$ cat src/rtl/mc_pkg.sv
// mc_pkg: shared state, instruction-class and control-code definitions for the multi-cycle controller
package mc_pkg;
  typedef enum logic [2:0] {
    S_FETCH    = 3'd0,
    S_DECODE   = 3'd1,
    S_EXEC     = 3'd2,
    S_MEM      = 3'd3,
    S_WB       = 3'd4,
    S_MDU_WAIT = 3'd5
  } state_e;
  typedef enum logic [3:0] {
    C_ALU_R, C_ORI, C_LUI, C_LW, C_SW, C_BEQ, C_J, C_JR, C_JAL, C_MDU, C_UNK
  } cls_e;
  localparam logic [1:0] NPC_PC4 = 2'b00;
  localparam logic [1:0] NPC_BR  = 2'b01;
  localparam logic [1:0] NPC_J   = 2'b10;
  localparam logic [1:0] NPC_REG = 2'b11;
  localparam logic [1:0] A3_RT   = 2'b00;
  localparam logic [1:0] A3_RD   = 2'b01;
  localparam logic [1:0] A3_RA   = 2'b10;
  localparam logic [1:0] WD_ALU  = 2'b00;
  localparam logic [1:0] WD_DM   = 2'b01;
  localparam logic [1:0] WD_PC4  = 2'b10;
  localparam logic [2:0] ALU_ADD = 3'b000;
  localparam logic [2:0] ALU_SUB = 3'b001;
  localparam logic [2:0] ALU_OR  = 3'b010;
  localparam logic [2:0] ALU_LUI = 3'b011;
  localparam logic [5:0] OP_R    = 6'h00;
  localparam logic [5:0] OP_ORI  = 6'h0D;
  localparam logic [5:0] OP_LUI  = 6'h0F;
  localparam logic [5:0] OP_LW   = 6'h23;
  localparam logic [5:0] OP_SW   = 6'h2B;
  localparam logic [5:0] OP_BEQ  = 6'h04;
  localparam logic [5:0] OP_J    = 6'h02;
  localparam logic [5:0] OP_JAL  = 6'h03;
  localparam logic [5:0] FN_ADDU = 6'h21;
  localparam logic [5:0] FN_SUBU = 6'h23;
  localparam logic [5:0] FN_JR   = 6'h08;
  localparam logic [5:0] FN_MULT = 6'h18;
  localparam logic [5:0] FN_DIV  = 6'h1A;
endpackage

$ cat src/rtl/mc_decode.sv
// mc_decode: combinational opcode/funct to instruction-class decoder
module mc_decode import mc_pkg::*; (
  input  logic [5:0] i_opcode,
  input  logic [5:0] i_funct,
  output cls_e       o_cls
);
  cls_e w_r_cls;
  always_comb begin
    w_r_cls = (i_funct == FN_ADDU || i_funct == FN_SUBU) ? C_ALU_R :
              (i_funct == FN_JR) ? C_JR :
              (i_funct == FN_MULT || i_funct == FN_DIV) ? C_MDU : C_UNK;
    o_cls = (i_opcode == OP_R)   ? w_r_cls :
            (i_opcode == OP_ORI) ? C_ORI :
            (i_opcode == OP_LUI) ? C_LUI :
            (i_opcode == OP_LW)  ? C_LW :
            (i_opcode == OP_SW)  ? C_SW :
            (i_opcode == OP_BEQ) ? C_BEQ :
            (i_opcode == OP_J)   ? C_J :
            (i_opcode == OP_JAL) ? C_JAL : C_UNK;
  end
endmodule

$ cat src/rtl/mc_ctrl.sv
// mc_ctrl: multi-cycle MIPS main controller sequencing fetch, decode, execute, memory, writeback and MDU wait
module mc_ctrl import mc_pkg::*; #(
  parameter int MDU_WAIT_MAX   = 64,
  parameter bit NOP_ON_UNKNOWN = 1'b1
) (
  input  logic       clk,
  input  logic       RESET,
  input  logic [5:0] opcode,
  input  logic [5:0] funct,
  input  logic       MDU_BUSY,
  output logic       PC_EN,
  output logic [1:0] NPCSel,
  output logic       IR_WE,
  output logic       GRF_WE,
  output logic [1:0] A3Sel,
  output logic [1:0] WDSel,
  output logic       ALUSrc,
  output logic       EXTOp,
  output logic [2:0] ALUOp,
  output logic       DM_WE,
  output logic       MDU_START,
  output logic [2:0] STATE,
  output logic       ERR
);
  localparam int CW = $clog2(MDU_WAIT_MAX + 1);
  logic [2:0]    r_state, w_next;
  logic [CW-1:0] r_cnt;
  logic          r_err, w_mdu_exit, w_err_set, w_pc_en, w_wb;
  cls_e          w_cls;
  mc_decode u_dec (.i_opcode(opcode), .i_funct(funct), .o_cls(w_cls));
  always_comb begin
    w_mdu_exit = !MDU_BUSY || r_cnt == CW'(MDU_WAIT_MAX - 1);
    w_next = (r_state == S_FETCH)  ? S_DECODE :
             (r_state == S_DECODE) ? ((w_cls inside {C_J, C_JR, C_UNK}) ? S_FETCH : (w_cls == C_JAL) ? S_WB : S_EXEC) :
             (r_state == S_EXEC)   ? ((w_cls == C_BEQ) ? S_FETCH : (w_cls inside {C_LW, C_SW}) ? S_MEM :
                                      (w_cls == C_MDU) ? S_MDU_WAIT : S_WB) :
             (r_state == S_MEM)    ? ((w_cls == C_LW) ? S_WB : S_FETCH) :
             (r_state == S_MDU_WAIT && !w_mdu_exit) ? S_MDU_WAIT : S_FETCH;
    w_pc_en = !RESET && w_next == S_FETCH && r_state <= S_MDU_WAIT;
    w_wb = r_state == S_WB;
    w_err_set = !RESET && ((r_state == S_MDU_WAIT && MDU_BUSY && w_mdu_exit) ||
                           (!NOP_ON_UNKNOWN && r_state == S_DECODE && w_cls == C_UNK));
    PC_EN = w_pc_en;
    NPCSel = !w_pc_en ? NPC_PC4 :
             (r_state == S_DECODE) ? ((w_cls == C_J) ? NPC_J : (w_cls == C_JR) ? NPC_REG : NPC_PC4) :
             (r_state == S_EXEC && w_cls == C_BEQ) ? NPC_BR :
             (w_wb && w_cls == C_JAL) ? NPC_J : NPC_PC4;
    IR_WE = !RESET && r_state == S_FETCH;
    GRF_WE = !RESET && w_wb;
    DM_WE = !RESET && r_state == S_MEM && w_cls == C_SW;
    MDU_START = !RESET && r_state == S_EXEC && w_cls == C_MDU;
    A3Sel = !w_wb ? A3_RT : (w_cls == C_ALU_R) ? A3_RD : (w_cls == C_JAL) ? A3_RA : A3_RT;
    WDSel = !w_wb ? WD_ALU : (w_cls == C_LW) ? WD_DM : (w_cls == C_JAL) ? WD_PC4 : WD_ALU;
    ALUSrc = w_cls inside {C_ORI, C_LUI, C_LW, C_SW};
    EXTOp = w_cls inside {C_LW, C_SW};
    ALUOp = (w_cls == C_ALU_R) ? ((funct == FN_SUBU) ? ALU_SUB : ALU_ADD) :
            (w_cls == C_ORI) ? ALU_OR : (w_cls == C_LUI) ? ALU_LUI :
            (w_cls == C_BEQ) ? ALU_SUB : ALU_ADD;
    STATE = r_state;
    ERR = r_err | w_err_set;
  end
  always_ff @(posedge clk) begin
    if (RESET) begin
      r_state <= S_FETCH;
      r_err <= 1'b0;
      r_cnt <= '0;
    end else begin
      r_state <= w_next;
      r_err <= r_err | w_err_set;
      r_cnt <= (r_state == S_MDU_WAIT) ? r_cnt + 1'b1 : '0;
    end
  end
endmodule

$ cat config.mk
export PLATFORM = sky130hd
export DESIGN_NAME = mc_ctrl
export DESIGN_NICKNAME = d
export VERILOG_FILES = /design/src/rtl/mc_pkg.sv /design/src/rtl/mc_decode.sv /design/src/rtl/mc_ctrl.sv
export SDC_FILE = /design/constraint.sdc
export NUM_CORES = 1
export LEC_CHECK = 0
export BUFFER_PORTS_ARGS = -buffer_cell sky130_fd_sc_hd__buf_4
export CORE_ASPECT_RATIO = 1.4
export CORE_UTILIZATION = 49
export CTS_BUF_LIST = sky130_fd_sc_hd__clkbuf_16
export CTS_CLUSTER_DIAMETER = 200
export DETAILED_ROUTE_END_ITERATION = 7
export GPL_ROUTABILITY_DRIVEN = 0
export GPL_TIMING_DRIVEN = 0
export PLACE_DENSITY = 0.82
export SLEW_MARGIN = 20
export SYNTH_ARGS = -nofsm -noshare
export SYNTH_HDL_FRONTEND = slang
export SYNTH_SLANG_ARGS = --single-unit
$ cat constraint.sdc
create_clock -name clk -period 2.64 [get_ports clk]
set_input_delay 0.396 -clock clk [delete_from_list [all_inputs] [get_ports clk]]
set_output_delay 0.396 -clock clk [all_outputs]
set_load 0.02 [all_outputs]
Yosys cells after proc, flatten, opt, wreduce, memory -nomap -nowiden
Index checks and enable logic that the tools add are counted.
{"block": "totals", "ff_bits": 11, "output_inout_bits": 20}
{"block": "classes", "reduce_logical": 28, "n_bitwise": 2, "mux": 38, "add_sub_neg": 1, "n_eq_ne": 28, "order_cmp": 1}
{"op": "$mux W4", "n": 9}
{"op": "$mux W2", "n": 16}
{"op": "$mux W3", "n": 10}
{"op": "$eq A6 B6 Y1 const B", "n": 4}
{"op": "$eq A6 B4 Y1 const B", "n": 3}
{"op": "$eq A4 B3 Y1 const B", "n": 4}
{"op": "$logic_and A1 B1 Y1", "n": 14}
{"op": "$eq A4 B4 Y1 const B", "n": 3}
{"op": "$eq A6 B2 Y1 const B", "n": 2}
{"op": "$eq A6 B5 Y1 const B", "n": 2}
{"op": "$eq A4 B2 Y1 const B", "n": 2}
{"op": "$add A7 B1 Y7 const B", "n": 1}
{"op": "$eq A7 B6 Y1 const B", "n": 1}
{"op": "$eq A3 B2 Y1 const B", "n": 2}
{"op": "$eq A3 B3 Y1 const B", "n": 2}
{"op": "$eq A6 B3 Y1 const B", "n": 1}
{"op": "$logic_not A3 Y1", "n": 2}
{"op": "$logic_not A6 Y1", "n": 1}
{"op": "$eq A4 B1 Y1 const B", "n": 1}
{"op": "$logic_not A4 Y1", "n": 1}
{"op": "$reduce_bool A4 Y1", "n": 1}
{"op": "$eq A3 B1 Y1 const B", "n": 1}
{"op": "$le A3 B3 Y1 const B", "n": 1}
{"op": "$logic_not A1 Y1", "n": 3}
{"op": "7 further kinds", "n": 11}

Longest topological paths before layout
{"block": "depth", "ltp_word": 20, "depth_mapped": 6}

Cells and area by module
A second synthesis with hierarchy kept.
{"block": "hier_totals", "cells_unflattened": 146, "hier_area_um2": 1136.1}
{"module": "mc_ctrl", "cells_per_inst": 112, "seq_area_each_um2": 220.2, "area_each_um2": 868.3, "instances": 1}
{"module": "mc_decode", "cells_per_inst": 34, "seq_area_each_um2": 0.0, "area_each_um2": 267.8, "instances": 1}

Worst setup path after synthesis
Ideal clock, no wire load.
{"block": "synth_timing", "path_type": "reg2out", "start": "reg r_state[2], in the netlist STATE[2]", "end": "out NPCSel[1]", "required_time_ps": 2244, "path_buffers": 0, "t_arrival_ps": 2411, "path_slack_ps": -167, "path_stages_with_launch": 6, "cell_sequence": "dfxtp_1 nor2b_1 nand2b_1 nor4_1 inv_1 a211oi_1"}
{"block": "synth_via", "elab_chain_len": 11, "word_cells_on_any_way": 22}
{"element": "start, declared", "line": "mc_ctrl.sv:26", "rtl": "logic [2:0] r_state, w_next;"}
{"element": "start signal, assigned", "line": "mc_ctrl.sv:68", "rtl": "r_state <= w_next;"}
{"element": "$eq A3 B3 Y1", "line": "mc_ctrl.sv:38", "rtl": "(r_state == S_MDU_WAIT && !w_mdu_exit) ? S_MDU_WAIT : S_FETCH;"}
{"element": "$logic_and A1 B1 Y1", "line": "mc_ctrl.sv:38"}
{"element": "$mux W3", "line": "mc_ctrl.sv:38"}
{"element": "$mux W3", "line": "mc_ctrl.sv:37", "rtl": "(r_state == S_MEM) ? ((w_cls == C_LW) ? S_WB : S_FETCH) :"}
{"element": "$mux W3", "line": "mc_ctrl.sv:35", "rtl": "(r_state == S_EXEC) ? ((w_cls == C_BEQ) ? S_FETCH : (w_cls inside {C_LW, C_SW}) ? S_MEM :"}
{"element": "$mux W3", "line": "mc_ctrl.sv:34", "rtl": "(r_state == S_DECODE) ? ((w_cls inside {C_J, C_JR, C_UNK}) ? S_FETCH : (w_cls == C_JAL) ? S_WB : S_EXEC) :"}
{"element": "$mux W3", "line": "mc_ctrl.sv:33", "rtl": "w_next = (r_state == S_FETCH) ? S_DECODE :"}
{"element": "$logic_not A3 Y1", "line": "mc_ctrl.sv:39", "rtl": "w_pc_en = !RESET && w_next == S_FETCH && r_state <= S_MDU_WAIT;"}
{"element": "$logic_and A1 B1 Y1 (2 in series)", "line": "mc_ctrl.sv:39"}
{"element": "$mux W2 *", "line": "mc_ctrl.sv:44", "rtl": "NPCSel = !w_pc_en ? NPC_PC4 :"}
{"element": "end, declared", "line": "mc_ctrl.sv:12", "rtl": "output logic [1:0] NPCSel,"}
Every way passes the cells marked *; elsewhere a longest branch is shown, timed or not.

Final worst setup path
{"block": "layout_timing", "start": "in opcode[2]", "end": "out NPCSel[1]"}
{"block": "layout_via", "elab_chain_len": 20, "word_cells_on_any_way": 47}
{"element": "start, declared", "line": "mc_ctrl.sv:8", "rtl": "input logic [5:0] opcode,"}
{"element": "$eq A6 B2 Y1", "line": "mc_decode.sv:19", "rtl": "(i_opcode == OP_JAL) ? C_JAL : C_UNK;"}
{"element": "$mux W2", "line": "mc_decode.sv:19"}
{"element": "$mux W4", "line": "mc_decode.sv:18", "rtl": "(i_opcode == OP_J) ? C_J :"}
{"element": "$mux W4", "line": "mc_decode.sv:17", "rtl": "(i_opcode == OP_BEQ) ? C_BEQ :"}
{"element": "$mux W4", "line": "mc_decode.sv:16", "rtl": "(i_opcode == OP_SW) ? C_SW :"}
{"element": "$mux W4", "line": "mc_decode.sv:15", "rtl": "(i_opcode == OP_LW) ? C_LW :"}
{"element": "$mux W4", "line": "mc_decode.sv:14", "rtl": "(i_opcode == OP_LUI) ? C_LUI :"}
{"element": "$mux W4", "line": "mc_decode.sv:13", "rtl": "(i_opcode == OP_ORI) ? C_ORI :"}
{"element": "$mux W4 *", "line": "mc_decode.sv:12", "rtl": "o_cls = (i_opcode == OP_R) ? w_r_cls :"}
{"element": "$eq A4 B4 Y1, or another cell as far along", "line": "mc_ctrl.sv:36", "rtl": "(w_cls == C_MDU) ? S_MDU_WAIT : S_WB) :"}
{"element": "$mux W1 or $reduce_bool A2 Y1 (tied branches)", "line": "mc_ctrl.sv:36, mc_ctrl.sv:35"}
{"element": "$mux W3 (3 in series)", "line": "mc_ctrl.sv:35"}
{"element": "$mux W3", "line": "mc_ctrl.sv:34"}
{"element": "$mux W3", "line": "mc_ctrl.sv:33"}
{"element": "$logic_not A3 Y1", "line": "mc_ctrl.sv:39"}
{"element": "$logic_and A1 B1 Y1 (2 in series)", "line": "mc_ctrl.sv:39"}
{"element": "$mux W2 *", "line": "mc_ctrl.sv:44"}
Marks and branches as above.

==> qor.yml <==
yosys:
  synth_top_area_frac: 0.212
  synthTopCellsByCount: "nor2_1 (20), dfxtp_1 (11), nor4_1 (8)"
  ys_ff_latch: 11
  synth_warnings: 0
  synth_compound_area_frac: 0.220
  synthXorXnorAreaFrac: 0.0589
  synth.most_common_cell: "nor2_1"
  synth.distinct_cells: 51
  synth-edff-count: 0
  synth_top_flop_cell: "dfxtp_1"
  ys_top_cells_by_area: "dfxtp_1 (21%), nor2_1 (7.2%), nor4_1 (4.8%)"
  synth_fa_ha_area_frac: 0.0120
  synthesis.nets: 155
  synth_top_family_by_area: "simple AND/OR/NAND/NOR gates"
  async_reset_ff_frac: 0
  syn_inst: 139
  synthMuxAreaShare: 0
  syn_area_per_cell_sq_um: 7.49
  synth_top_area_cell: "dfxtp_1"
  seq_area_frac_synth: 0.212
  synth-simple-area-share: 0.429
  synth_area_sq_um: 1040
drt:
  routed_wirelength_mm: 3.27
  dr_total_vias: 1296
  drc: 0
  first_pass_iters: 4
  drtIter0Drc: 47
  viasPerCell: 6.38
  drtAntennaViolNets: 0
  wl_per_cell_um: 16.1
run_status:
  status: "complete, but fails checks"
  violations: "setup timing"
placed_design:
  hpwl_mm: 2.25
  dpl_cell_area_sq_um: 1320
  place_ws_ps: -170
  portBuffers: 33
cts:
  clockRootBuffer: "clkbuf_16"
  clk_pin_slew_worst_paths_ps: 40
  cts_made_buffers: 3
  cts_sinks: 11
  cts_tree: "built"
  htreeDepth: 1
  clockBufferDepth: 2
  clk_latency_ps: 240
floorplanning:
  dieArea_sq_um: 2320
  die_x_um: 41.0
  num_rows: 19
  core_area_sq_um: 1970
  ioPinCount: 35
  start_util: 0.528
  die_h_um: 56.5
power_and_ir_drop:
  leakage_nw: 0.609
  totalPowerFinal_mw: 0.622
  pwr_density_cell_nw_per_um2: 391
  peakVddDrop_v: 0.000297
global_route:
  grt_max_degree: 11
  grt_pass1_vias: 1179
  antenna_found_initial: 0
  grt_overflow: 0
  grtUsageTotal: 0.294
  grt_pass1_wl_mm: 4.78
timing:
  finalClockSkew_ps: 1.69
  setup_slack_ps: -4.68
  hold_ws_ps: 455
  maxSlewViolCount: 0
  setup_viol: 1
  fin_crit_ps: 2640
  max_freq_mhz: 378
  hold_violations: 0
  period_share: 1.00
  finalSetupTns_ps: -4.68
worst_setup_path:
  critPathArrivalTime_ps: 2250
  crit_required_ps: 2240
  start_kind: "primary input"
  path_class: "primary input to output pin"
  crit_fanout: 10
  cp-end-kind: "output pin"
layout:
  diodes: 0
  final_nets: 199
  syn_to_final_growth_pct: 52.9
  final_cell_area_sq_um: 1590
  layout-drive-gt1-share: 0.407
  fillers: 141
job:
  cap_violations: 0
hold_path:
  hp-class: "flop to flop"
[kinds of logic after synthesis]
| kind of cell | after synthesis |
|---|---|
| fa+ha+maj | 1 |
| flops | 11 |
| buf+inv | 15 |
| other cells | 1 |
| simple gates | 74 |
| compound gates | 30 |
| xor+xnor | 7 |
[registers in the layout (all words and copies together), names as in the netlist]
| name | flops |
|---|---|
| r_cnt | 7 |
| STATE | 3 |
| r_err | 1 |
[what timing repair did]
item / 4_1_cts / 5_1_grt
hold buffers: 0 / 0
pin swaps: 3 / 4
gates resized for setup: 15 / 9
setup endpoints to repair: 3 / 5
setup buffers: 2 / 5
[layout make-up]
type                            instances  area [sq um]  area share
Multi-Input combinational cell        113           896       0.563
Timing Repair Buffer                   40           304       0.191
Sequential cell                        11           223       0.140
Clock buffer                            3          75.1      0.0472
Buffer                                  9          45.0      0.0283
Tap cell                               21          26.3      0.0165
Inverter                                5          18.8      0.0118
Clock inverter                          1          3.75     0.00236
[placed cells by master (no fill, tap or decap), drive strengths merged, types with 2 or more instances in the layout]
| cell | n |
|---|---|
| a211oi | 4 |
| a21oi | 6 |
| a221oi | 2 |
| and2 | 2 |
| and4b | 2 |
| buf | 47 |
| clkbuf | 5 |
| dfxtp | 11 |
| inv | 6 |
| nand2 | 5 |
| nand2b | 3 |
| nand3 | 4 |
| nand3b | 2 |
| nand4 | 5 |
| nand4b | 2 |
| nor2 | 20 |
| nor2b | 3 |
| nor3 | 5 |
| nor4 | 8 |
| o21ai | 3 |
| o2bb2ai | 2 |
| o31ai | 3 |
| or4 | 2 |
| or4b | 2 |
| xnor2 | 3 |
| xor2 | 4 |
[routing by layer]
metal,global-route usage,up-vias,wire length (um)
li1,-,608,-
met1,0.273,623,1180
met2,0.513,54,1850
met3,0.0395,11,152
met4,0.219,0,84
met5,0,-,0
[critical path, stage by stage]
cell	delay, ps
buf_4	140
buf_2	180
or4_4	440
a41oi_4	320
o31ai_4	130
a221oi_2	250
buf_4	180
a211oi_2	50
buf_4	160
[where the power goes]
group | internal, mW | total [mW] | switching [mW] | leakage [nW]
clock network | 0.199 | 0.277 | 0.0777 | 0.0423
logic | 0.0724 | 0.171 | 0.0989 | 0.477
registers | 0.170 | 0.174 | 0.00390 | 0.0899
[metrics by stage]
stage           util  instances
2_1_floorplan      -        139
3_3_place_gp   0.670        193
3_5_place_dp   0.670        193
4_1_cts        0.765        199
5_1_grt        0.807        203
6_report       0.807        203
[path summary, 6_finish.rpt]
path,start,endpoint,slack (ps),cells after the start
setup / recovery,opcode[2],NPCSel[1],-5,9
hold / removal,r_cnt[0]$_SDFF_PP0_,r_cnt[0]$_SDFF_PP0_,450,1
setup reg to reg,STATE[0]$_SDFF_PP0_,STATE[1]$_SDFF_PP0_,810,8
hold reg to reg,r_cnt[0]$_SDFF_PP0_,r_cnt[0]$_SDFF_PP0_,450,1
No activity file was read; power rests on OpenSTA's default activity.
